File: config.mk
export PLATFORM = sky130hd
export DESIGN_NAME = math_log2_32_flat
export DESIGN_NICKNAME = d
export VERILOG_FILES = /design/src/rtl/math_log2_32_pkg.sv /design/src/rtl/math_log2_32_if.sv /design/src/rtl/math_log2_32_lzc.sv /design/src/rtl/math_log2_32.sv /design/src/flat_wrapper.sv
export SDC_FILE = /design/constraint.sdc
export NUM_CORES = 1
export LEC_CHECK = 0
export CAP_MARGIN = 20
export CELL_PAD_IN_SITES_DETAIL_PLACEMENT = 0
export CELL_PAD_IN_SITES_GLOBAL_PLACEMENT = 1
export CORE_ASPECT_RATIO = 1.25
export CORE_UTILIZATION = 40
export CTS_BUF_LIST = sky130_fd_sc_hd__clkbuf_4 sky130_fd_sc_hd__clkbuf_8
export DETAILED_ROUTE_END_ITERATION = 10
export HOLD_SLACK_MARGIN = 0.02
export MAX_ROUTING_LAYER = met4
export PLACE_DENSITY = 0.82
export SYNTH_ARGS = -nofsm -noshare
export SYNTH_HDL_FRONTEND = slang
export SYNTH_SLANG_ARGS = --single-unit
File: constraint.sdc
create_clock -name clk -period 15.7 [get_ports clk]
set_input_delay 4.71 -clock clk [delete_from_list [all_inputs] [get_ports clk]]
set_output_delay 4.71 -clock clk [all_outputs]
set_load 0.01 [all_outputs]
File: src/rtl/math_log2_32_pkg.sv
// math_pkg: fixed-point format shared by the log2/pow2 pair and the constant
// function that fills the log2 interpolation ROM.
//   LOG_INT_W / LOG_FRAC_W : result format, integer.fraction (6.6)
//   lut_entry(k, lut_w)    : round(log2(1 + k/64) * 2^lut_w), k = 0..64
package math_pkg;

    localparam int LOG_INT_W  = 6;
    localparam int LOG_FRAC_W = 6;
    localparam int LOG_W      = LOG_INT_W + LOG_FRAC_W;
    localparam int LUT_N      = 65;

    // Integer-only log2 by repeated squaring: y holds the mantissa in Q1.31.
    // Each squaring doubles the log; if the result reaches 2.0 the next bit of
    // log2 is a 1 and y is halved. One extra bit is produced for rounding.
    function automatic int unsigned lut_entry(input int unsigned k,
                                              input int unsigned lut_w);
        logic [63:0] y;
        int unsigned r;
        if (k >= 64) return 32'd1 << lut_w;
        y = 64'(64 + k) << 25;
        r = 0;
        for (int i = 0; i < 32; i++) begin
            if (i <= int'(lut_w)) begin
                y = (y * y) >> 31;
                r = r << 1;
                if (y >= 64'h1_0000_0000) begin
                    r = r | 32'd1;
                    y = y >> 1;
                end
            end
        end
        return (r + 32'd1) >> 1;
    endfunction

endpackage

File: src/rtl/math_log2_32_if.sv
// math_log2_32_if: sample/result bundle for the log2 pipeline.
//   in_valid, din            : producer -> log2 (no backpressure)
//   out_valid, dout, out_zero: log2 -> consumer, one-cycle result pulse
interface math_log2_32_if
    import math_pkg::*;
#(
    parameter int DIN_W = 32
);
    logic             in_valid;
    logic [DIN_W-1:0] din;
    logic             out_valid;
    logic [LOG_W-1:0] dout;
    logic             out_zero;

    modport master (output in_valid, din, input out_valid, dout, out_zero);
    modport slave  (input in_valid, din, output out_valid, dout, out_zero);
endinterface

File: src/rtl/math_log2_32_lzc.sv
// math_lzc: combinational leading-one position encoder.
//   din  : DIN_W-bit magnitude
//   idx  : index of the most significant set bit (0 when din == 0)
//   zero : din == 0
module math_lzc #(
    parameter int DIN_W = 32
) (
    input  logic [DIN_W-1:0] din,
    output logic [5:0]       idx,
    output logic             zero
);
    always_comb begin
        idx  = '0;
        zero = (din == '0);
        // Ascending scan: the last set bit seen is the highest one.
        for (int i = 0; i < DIN_W; i++) begin
            if (din[i]) idx = 6'(i);
        end
    end
endmodule

File: src/rtl/math_log2_32.sv
// math_log2_32: 4-stage pipelined log2 of an unsigned magnitude, 6.6 fixed point.
//   clk, rst : clock, synchronous active-high reset
//   bus      : math_log2_32_if.slave (in_valid/din in, out_valid/dout/out_zero out)
// Stages: S1 register din + leading-one index, S2 normalise to 6-bit LUT index and
// 6-bit weight, S3 ROM lookup + linear interpolation, S4 fraction scaling/output.
// Build option: define MATH_LOG2_ROUND_EN to round the fraction half-up (carry may
// ripple into the integer part); otherwise the fraction is truncated.
module math_log2_32
    import math_pkg::*;
#(
    parameter int DIN_W = 32,
    parameter int LUT_W = 10
) (
    input  logic              clk,
    input  logic              rst,
    math_log2_32_if.slave     bus
);
    localparam int STAGES = 4;
    localparam int AW     = LUT_W + 1;   // holds 2^LUT_W, the LUT[64] endpoint

    logic [STAGES:1] vld_pipe;

    // S1
    logic [DIN_W-1:0] din_s1;
    logic [5:0]       e_lzc, e_s1;
    logic             zero_lzc, zero_s1;

    // S2
    logic [6:0]       shamt;
    logic [11:0]      field;
    logic [5:0]       f_hi_s2, f_lo_s2, e_s2;
    logic             zero_s2;

    // S3
    logic [AW-1:0]    rom [0:LUT_N-1];
    logic [AW-1:0]    l0, l1, delta, interp, interp_s3;
    logic [AW+5:0]    prod;
    logic [5:0]       e_s3;
    logic             zero_s3;

    // S4
    logic [6:0]       frac;
    logic [LOG_W-1:0] result;

    math_lzc #(.DIN_W(DIN_W)) u_lzc (
        .din  (bus.din),
        .idx  (e_lzc),
        .zero (zero_lzc)
    );

    always_ff @(posedge clk) begin
        if (rst) vld_pipe <= '0;
        else     vld_pipe <= {vld_pipe[STAGES-1:1], bus.in_valid};
    end

    // Shift so the leading one lands just above the 12 bits we keep; the
    // 12-bit cast drops that implicit one and zero-pads narrow inputs.
    assign shamt = 7'(DIN_W - 1) - {1'b0, e_s1};
    assign field = 12'(({din_s1, 12'b0} << shamt) >> (DIN_W - 1));

    for (genvar k = 0; k < LUT_N; k++) begin : g_rom
        assign rom[k] = AW'(lut_entry(k, LUT_W));
    end

    // LUT is monotonic, so delta never goes negative.
    assign l0     = rom[{1'b0, f_hi_s2}];
    assign l1     = rom[{1'b0, f_hi_s2} + 7'd1];
    assign delta  = l1 - l0;
    assign prod   = (AW + 6)'(delta) * (AW + 6)'(f_lo_s2);
    assign interp = l0 + AW'(prod >> 6);

`ifdef MATH_LOG2_ROUND_EN
    logic [AW-1:0] frac_sum;
    assign frac_sum = interp_s3 + AW'(1 << (LUT_W - 7));
    assign frac     = 7'(frac_sum >> (LUT_W - 6));
`else
    assign frac     = 7'(interp_s3 >> (LUT_W - 6));
`endif

    // frac may equal 64 when rounding, carrying into the integer field.
    assign result = zero_s3 ? '0 : ({e_s3, 6'b0} + LOG_W'(frac));

    always_ff @(posedge clk) begin
        din_s1    <= bus.din;
        e_s1      <= e_lzc;
        zero_s1   <= zero_lzc;

        f_hi_s2   <= field[11:6];
        f_lo_s2   <= field[5:0];
        e_s2      <= e_s1;
        zero_s2   <= zero_s1;

        interp_s3 <= interp;
        e_s3      <= e_s2;
        zero_s3   <= zero_s2;
    end

    always_ff @(posedge clk) begin
        if (rst) begin
            bus.dout     <= '0;
            bus.out_zero <= 1'b0;
        end else if (vld_pipe[STAGES-1]) begin
            bus.dout     <= result;
            bus.out_zero <= zero_s3;
        end
    end

    assign bus.out_valid = vld_pipe[STAGES];
endmodule

File: src/flat_wrapper.sv
// flat-port wrapper written by rule: the top's interface ports become plain ports
module math_log2_32_flat import math_pkg::*;
#(
    parameter int DIN_W = 32,
    parameter int LUT_W = 10
)
  (clk, rst, bus_in_valid, bus_din, bus_out_valid, bus_dout, bus_out_zero);
  math_log2_32_if #(.DIN_W(DIN_W)) bus_i ();
  input  logic clk;
  input  logic rst;
  input wire logic [$bits(bus_i.in_valid)-1:0] bus_in_valid;
  input wire logic [$bits(bus_i.din)-1:0] bus_din;
  output wire logic [$bits(bus_i.out_valid)-1:0] bus_out_valid;
  output wire logic [$bits(bus_i.dout)-1:0] bus_dout;
  output wire logic [$bits(bus_i.out_zero)-1:0] bus_out_zero;
  assign bus_i.in_valid = bus_in_valid;
  assign bus_i.din = bus_din;
  assign bus_out_valid = bus_i.out_valid;
  assign bus_dout = bus_i.dout;
  assign bus_out_zero = bus_i.out_zero;
  math_log2_32 #(.DIN_W(DIN_W), .LUT_W(LUT_W)) u_core (.clk(clk), .rst(rst), .bus(bus_i));
endmodule
==> results by stage <==
Run status:
- The run finished with clean final reports.

Timing:
- The number of hold violations in the final report came to 0.
- Adding up every negative setup slack in the final design gives 0 ps.
- The highest clock rate is 103 MHz.
- On the final layout, the worst clock skew is 10.9 ps.
- The final number of max-transition violations is 0.
- The period utilization is 61.6%.
- Once routing completed, OpenROAD measured the worst setup slack at 6020 ps.
- The max-slew headroom at the worst pin is 35.9%.
- Setup repair after global routing left no endpoint under its margin.
- At the pin with the least slew margin, the transition time is 961 ps.
- The count of final setup violators is 0.
- The smallest clock period supported by the final layout is computed as 9680 ps.

CTS:
- The number of buffers added to fix hold violations after cts is 0.
- Once the clock tree was built, the setup fixing pass inserted 0 buffers.
- The maximum clock path buffer count is 2.
- After clock tree synthesis, the repair step resized 0 gates.
- The clock reaches the later pin of the worst-skew pair after 370 ps.
- The clock edge transition at the registers on the reported setup and hold paths is 100 ps.
- The number of clock sinks seen by CTS is 85.
- The CTS root buffer is sky130_fd_sc_hd__clkbuf_8.
- The number of levels the H-tree was split into is 3.
- The clock tree from TritonCTS is yes.
- The number of clock buffers added by TritonCTS is 9.

Layout:
- 0 antenna diodes ended up in the layout.
- Once layout is done, the placed cells without fillers occupy 8970 um^2.
- The final net count is 1135.
- Compared with the post-synthesis result, the final layout area differs by 11.0%.
- In the final layout, the share of cells above drive strength 1 is 7.64%.

Yosys:
- The top cell type by area accounts for 21.1% of the synthesized area.
- After synthesis, the cell types taking the most area are sky130_fd_sc_hd__dfxtp_1, sky130_fd_sc_hd__ha_1, sky130_fd_sc_hd__fa_1.
- In the synthesized netlist the dominant register cell turns out to be sky130_fd_sc_hd__dfxtp_1.
- Counting flops with a built-in enable in the synthesized netlist gives 0.
- The dominant cell type by area after synthesis is sky130_fd_sc_hd__dfxtp_1.
- After synthesis the netlist holds a flip-flop and latch count of 85.
- After synthesis, the mean cell area works out to 8.14 um^2.
- Synthesis produced 992 cells.
- The netlist area before placement is 8080 um^2.
- The part of the Yosys area used for sequential elements is 21.1%.
- The number of different library cells in the post-synthesis netlist is 70.
- For this run, asynchronously set or reset flops after synthesis account for 0%.
- The post-synthesis net count is 1124.
- The total number of yosys warnings is 0.

Die:
- The vertical die dimension is 161 um.
- In this run the count of I/O pins placed on the die edge is 49.
- For this configuration, the core starts out at a cell density of 41.2%.
- The number of standard-cell rows in the floorplan is 57.
- The die covers 20800 um^2.
- The placeable core area is 19600 um^2.
- The horizontal extent of the die is 129 um.

Critical path:
- The reg-to-reg critical path endpoint is u_core.interp_s3[10]$_DFF_P_.
- The launch point of the worst reg-to-reg path is u_core.f_hi_s2[0]$_DFF_P_.
- Along the worst path, the maximum fanout reaches 41.
- The kind of critical path is reg2reg.
- Following the worst setup path forward leads to its endpoint at u_core.interp_s3[10]$_DFF_P_.
- In this design, the critical path's most frequently occurring cell is sky130_fd_sc_hd__inv_1.
- The register-to-register setup slack is 6020 ps.
- The critical path startpoint category is a register.
- At the worst endpoint, the required time is 16000 ps.
- The delay of the slowest critical-path stage is 770 ps.
- STA classifies the critical path endpoint as a register.
- Tracing the worst setup path back leads to its startpoint at u_core.f_hi_s2[0]$_DFF_P_.
- The data arrival time of the worst path is 9970 ps.
- Among all stages on the critical path, the largest delay is contributed by sky130_fd_sc_hd__dfxtp_1.
- The depth of the worst register-to-register path is 40.

Worst hold path:
- Along the worst hold path, the cell count comes to 0.
- The tightest min-delay check is of the reg2reg type.

Placement:
- The count of buffers inserted at the top-level ports is 48.
- The weighted congestion reported at the end of routability-driven placement is 0.934.
- The worst slack at placement is 6160 ps.
- The instance area after placement is 8730 um^2.
- The HPWL after detailed placement is 15200 um.

GRT:
- The via count of the first global-routing pass is 6793.
- The largest net degree at the start of global routing is 46.
- The number of antenna violations at the first check in global routing is 0.
- The first-pass GRT wire length is 33300 um.
- Global routing finished with a remaining overflow of 0.
- Global routing used 20.6% of the available tracks across all layers.

Detailed routing:
- After detailed routing, the average wire length per cell comes to 15.5 um.
- The total number of vias is 6988.
- The count of antenna-violating nets left after detailed routing is 0.
- The post-detailed-route DRC marker count is 0.
- The number of DRC markers after the initial detailed-route iteration is 519.
- After detailed routing, the total wire length is 19700 um.
- For this run, the detailed router's first-pass iteration total came to 8.
- Dividing the detail-routed via count by the number of cells gives 5.49.

Job:
- The tool flagged a number of max-cap violations equal to 0.
-- layer usage --
| metal | track usage (%) | wire [um] | vias to the layer above |
|---|---|---|---|
| met2 | 35.7 | 10200 | 170 |
| met1 | 24.6 | 8410 | 3299 |
| li1 | - | - | 3480 |
| met5 | - | 0 | - |
| met4 | 7.91 | 561 | 0 |
| met3 | 1.83 | 575 | 39 |
-- cell usage in the layout (no fill, tap or decap), types with 4 or more instances in the layout --
| cell | netlist | layout |
|---|---|---|
| sky130_fd_sc_hd__or2_2 | 4 | 4 |
| sky130_fd_sc_hd__o21ai_0 | 59 | 59 |
| sky130_fd_sc_hd__mux2_2 | 10 | 10 |
| sky130_fd_sc_hd__ha_1 | 60 | 60 |
| sky130_fd_sc_hd__o21a_1 | 4 | 4 |
| sky130_fd_sc_hd__buf_4 | 1 | 13 |
| sky130_fd_sc_hd__a21oi_1 | 72 | 72 |
| sky130_fd_sc_hd__a211oi_1 | 20 | 20 |
| sky130_fd_sc_hd__o311ai_0 | 7 | 7 |
| sky130_fd_sc_hd__a21o_1 | 6 | 6 |
| sky130_fd_sc_hd__nor2b_1 | 26 | 26 |
| sky130_fd_sc_hd__inv_1 | 86 | 86 |
| sky130_fd_sc_hd__and2_1 | 49 | 49 |
| sky130_fd_sc_hd__nand3_1 | 22 | 22 |
| sky130_fd_sc_hd__nand2_1 | 93 | 93 |
| sky130_fd_sc_hd__mux4_2 | 24 | 24 |
| sky130_fd_sc_hd__a31oi_1 | 12 | 12 |
| sky130_fd_sc_hd__nor2_1 | 85 | 85 |
| sky130_fd_sc_hd__o31ai_1 | 6 | 6 |
| sky130_fd_sc_hd__clkdlybuf4s50_1 | 0 | 48 |
| sky130_fd_sc_hd__xnor2_1 | 24 | 24 |
| sky130_fd_sc_hd__mux2i_1 | 18 | 18 |
| sky130_fd_sc_hd__nand2b_1 | 11 | 11 |
| sky130_fd_sc_hd__and3_1 | 6 | 6 |
| sky130_fd_sc_hd__dfxtp_1 | 85 | 84 |
| sky130_fd_sc_hd__nor4_1 | 6 | 6 |
| sky130_fd_sc_hd__clkbuf_8 | 0 | 10 |
| sky130_fd_sc_hd__o22ai_1 | 5 | 5 |
| sky130_fd_sc_hd__o211ai_1 | 12 | 12 |
| sky130_fd_sc_hd__a221oi_1 | 4 | 4 |
| sky130_fd_sc_hd__fa_1 | 37 | 37 |
| sky130_fd_sc_hd__nor3_1 | 19 | 19 |
| sky130_fd_sc_hd__xor2_1 | 8 | 8 |
-- Yosys cell counts, types with 3 or more instances --
cell,number
sky130_fd_sc_hd__nand2_1,93
sky130_fd_sc_hd__inv_1,86
sky130_fd_sc_hd__dfxtp_1,85
sky130_fd_sc_hd__nor2_1,85
sky130_fd_sc_hd__a21oi_1,72
sky130_fd_sc_hd__ha_1,60
sky130_fd_sc_hd__o21ai_0,59
sky130_fd_sc_hd__and2_1,49
sky130_fd_sc_hd__clkbuf_1,47
sky130_fd_sc_hd__fa_1,37
sky130_fd_sc_hd__nor2b_1,26
sky130_fd_sc_hd__mux4_2,24
sky130_fd_sc_hd__xnor2_1,24
sky130_fd_sc_hd__nand3_1,22
sky130_fd_sc_hd__a211oi_1,20
sky130_fd_sc_hd__nor3_1,19
sky130_fd_sc_hd__mux2i_1,18
sky130_fd_sc_hd__a31oi_1,12
sky130_fd_sc_hd__o211ai_1,12
sky130_fd_sc_hd__nand2b_1,11
sky130_fd_sc_hd__buf_2,10
sky130_fd_sc_hd__mux2_2,10
sky130_fd_sc_hd__xor2_1,8
sky130_fd_sc_hd__o311ai_0,7
sky130_fd_sc_hd__a21o_1,6
sky130_fd_sc_hd__and3_1,6
sky130_fd_sc_hd__nor4_1,6
sky130_fd_sc_hd__o31ai_1,6
sky130_fd_sc_hd__o22ai_1,5
sky130_fd_sc_hd__a221oi_1,4
sky130_fd_sc_hd__o21a_1,4
sky130_fd_sc_hd__or2_2,4
sky130_fd_sc_hd__a2111oi_0,3
sky130_fd_sc_hd__nand4_1,3
sky130_fd_sc_hd__o2111ai_1,3
sky130_fd_sc_hd__o21ai_1,3
-- worst min-delay path by stage --
stage | startpoint | to | slack (ps)
floorplan | u_core.e_s2[0]$_DFF_P_ | u_core.e_s3[0]$_DFF_P_ | 310
global placement | u_core.e_s2[1]$_DFF_P_ | u_core.e_s3[1]$_DFF_P_ | 310
detailed placement | u_core.e_s2[3]$_DFF_P_ | u_core.e_s3[3]$_DFF_P_ | 310
CTS | u_core.e_s2[2]$_DFF_P_ | u_core.e_s3[2]$_DFF_P_ | 330
global route | u_core.e_s2[2]$_DFF_P_ | u_core.e_s3[2]$_DFF_P_ | 340
finish | u_core.e_s2[2]$_DFF_P_ | u_core.e_s3[2]$_DFF_P_ | 330
-- through the flow --
| stage | utilization [%] | std cells | hold slack (ps) |
|---|---|---|---|
| 4_1_cts | 45.7 | 1273 | 332 |
| 3_5_place_dp | 44.5 | 1257 | 313 |
| 2_1_floorplan | - | 992 | 310 |
| 6_report | 45.7 | 1273 | 325 |
| 3_3_place_gp | 44.5 | 1257 | 310 |
| 5_1_grt | 45.7 | 1273 | 340 |
-- worst max-delay path: cells and delay by family (launching register included) --
| family | cells | cell delay, ps |
|---|---|---|
| compound gates | 12 | 2050 |
| xor+xnor | 2 | 280 |
| fa+ha+maj | 9 | 3700 |
| buf+inv | 7 | 1020 |
| flops | 1 | 770 |
| simple gates | 10 | 1790 |
-- sequential cells by signal, indices dropped and copies added, names as in the netlist --
register / count
u_core.bus.dout: 12
u_core.bus.out_zero: 1
u_core.din_s1: 31
u_core.e_s1: 5
u_core.e_s2: 5
u_core.e_s3: 5
u_core.f_hi_s2: 6
u_core.f_lo_s2: 6
u_core.interp_s3: 7
u_core.vld_pipe: 4
u_core.zero_s1: 1
u_core.zero_s2: 1
u_core.zero_s3: 1
-- kinds of logic after synthesis --
kind of cell	after synthesis	share of synthesized area [%]
buf+inv	150	7.36
simple gates	330	19.5
flops	85	21.1
compound gates	246	19.8
fa+ha+maj	97	18.5
xor+xnor	32	3.47
mux	52	10.3
-- cell type report --
| class | count | area [um^2] |
|---|---|---|
| tap | 265 | 332 |
| clock buffer | 10 | 138 |
| fill | 1923 | 10600 |
| inverter | 89 | 334 |
| sequential | 85 | 1700 |
| clock inverter | 6 | 103 |
| timing repair buffer | 61 | 578 |
| multi-input combinational | 757 | 5780 |
Power is left out: the tool's default activity adds up to more than one toggle a clock period on the data nets, which glitch-free logic cannot reach.
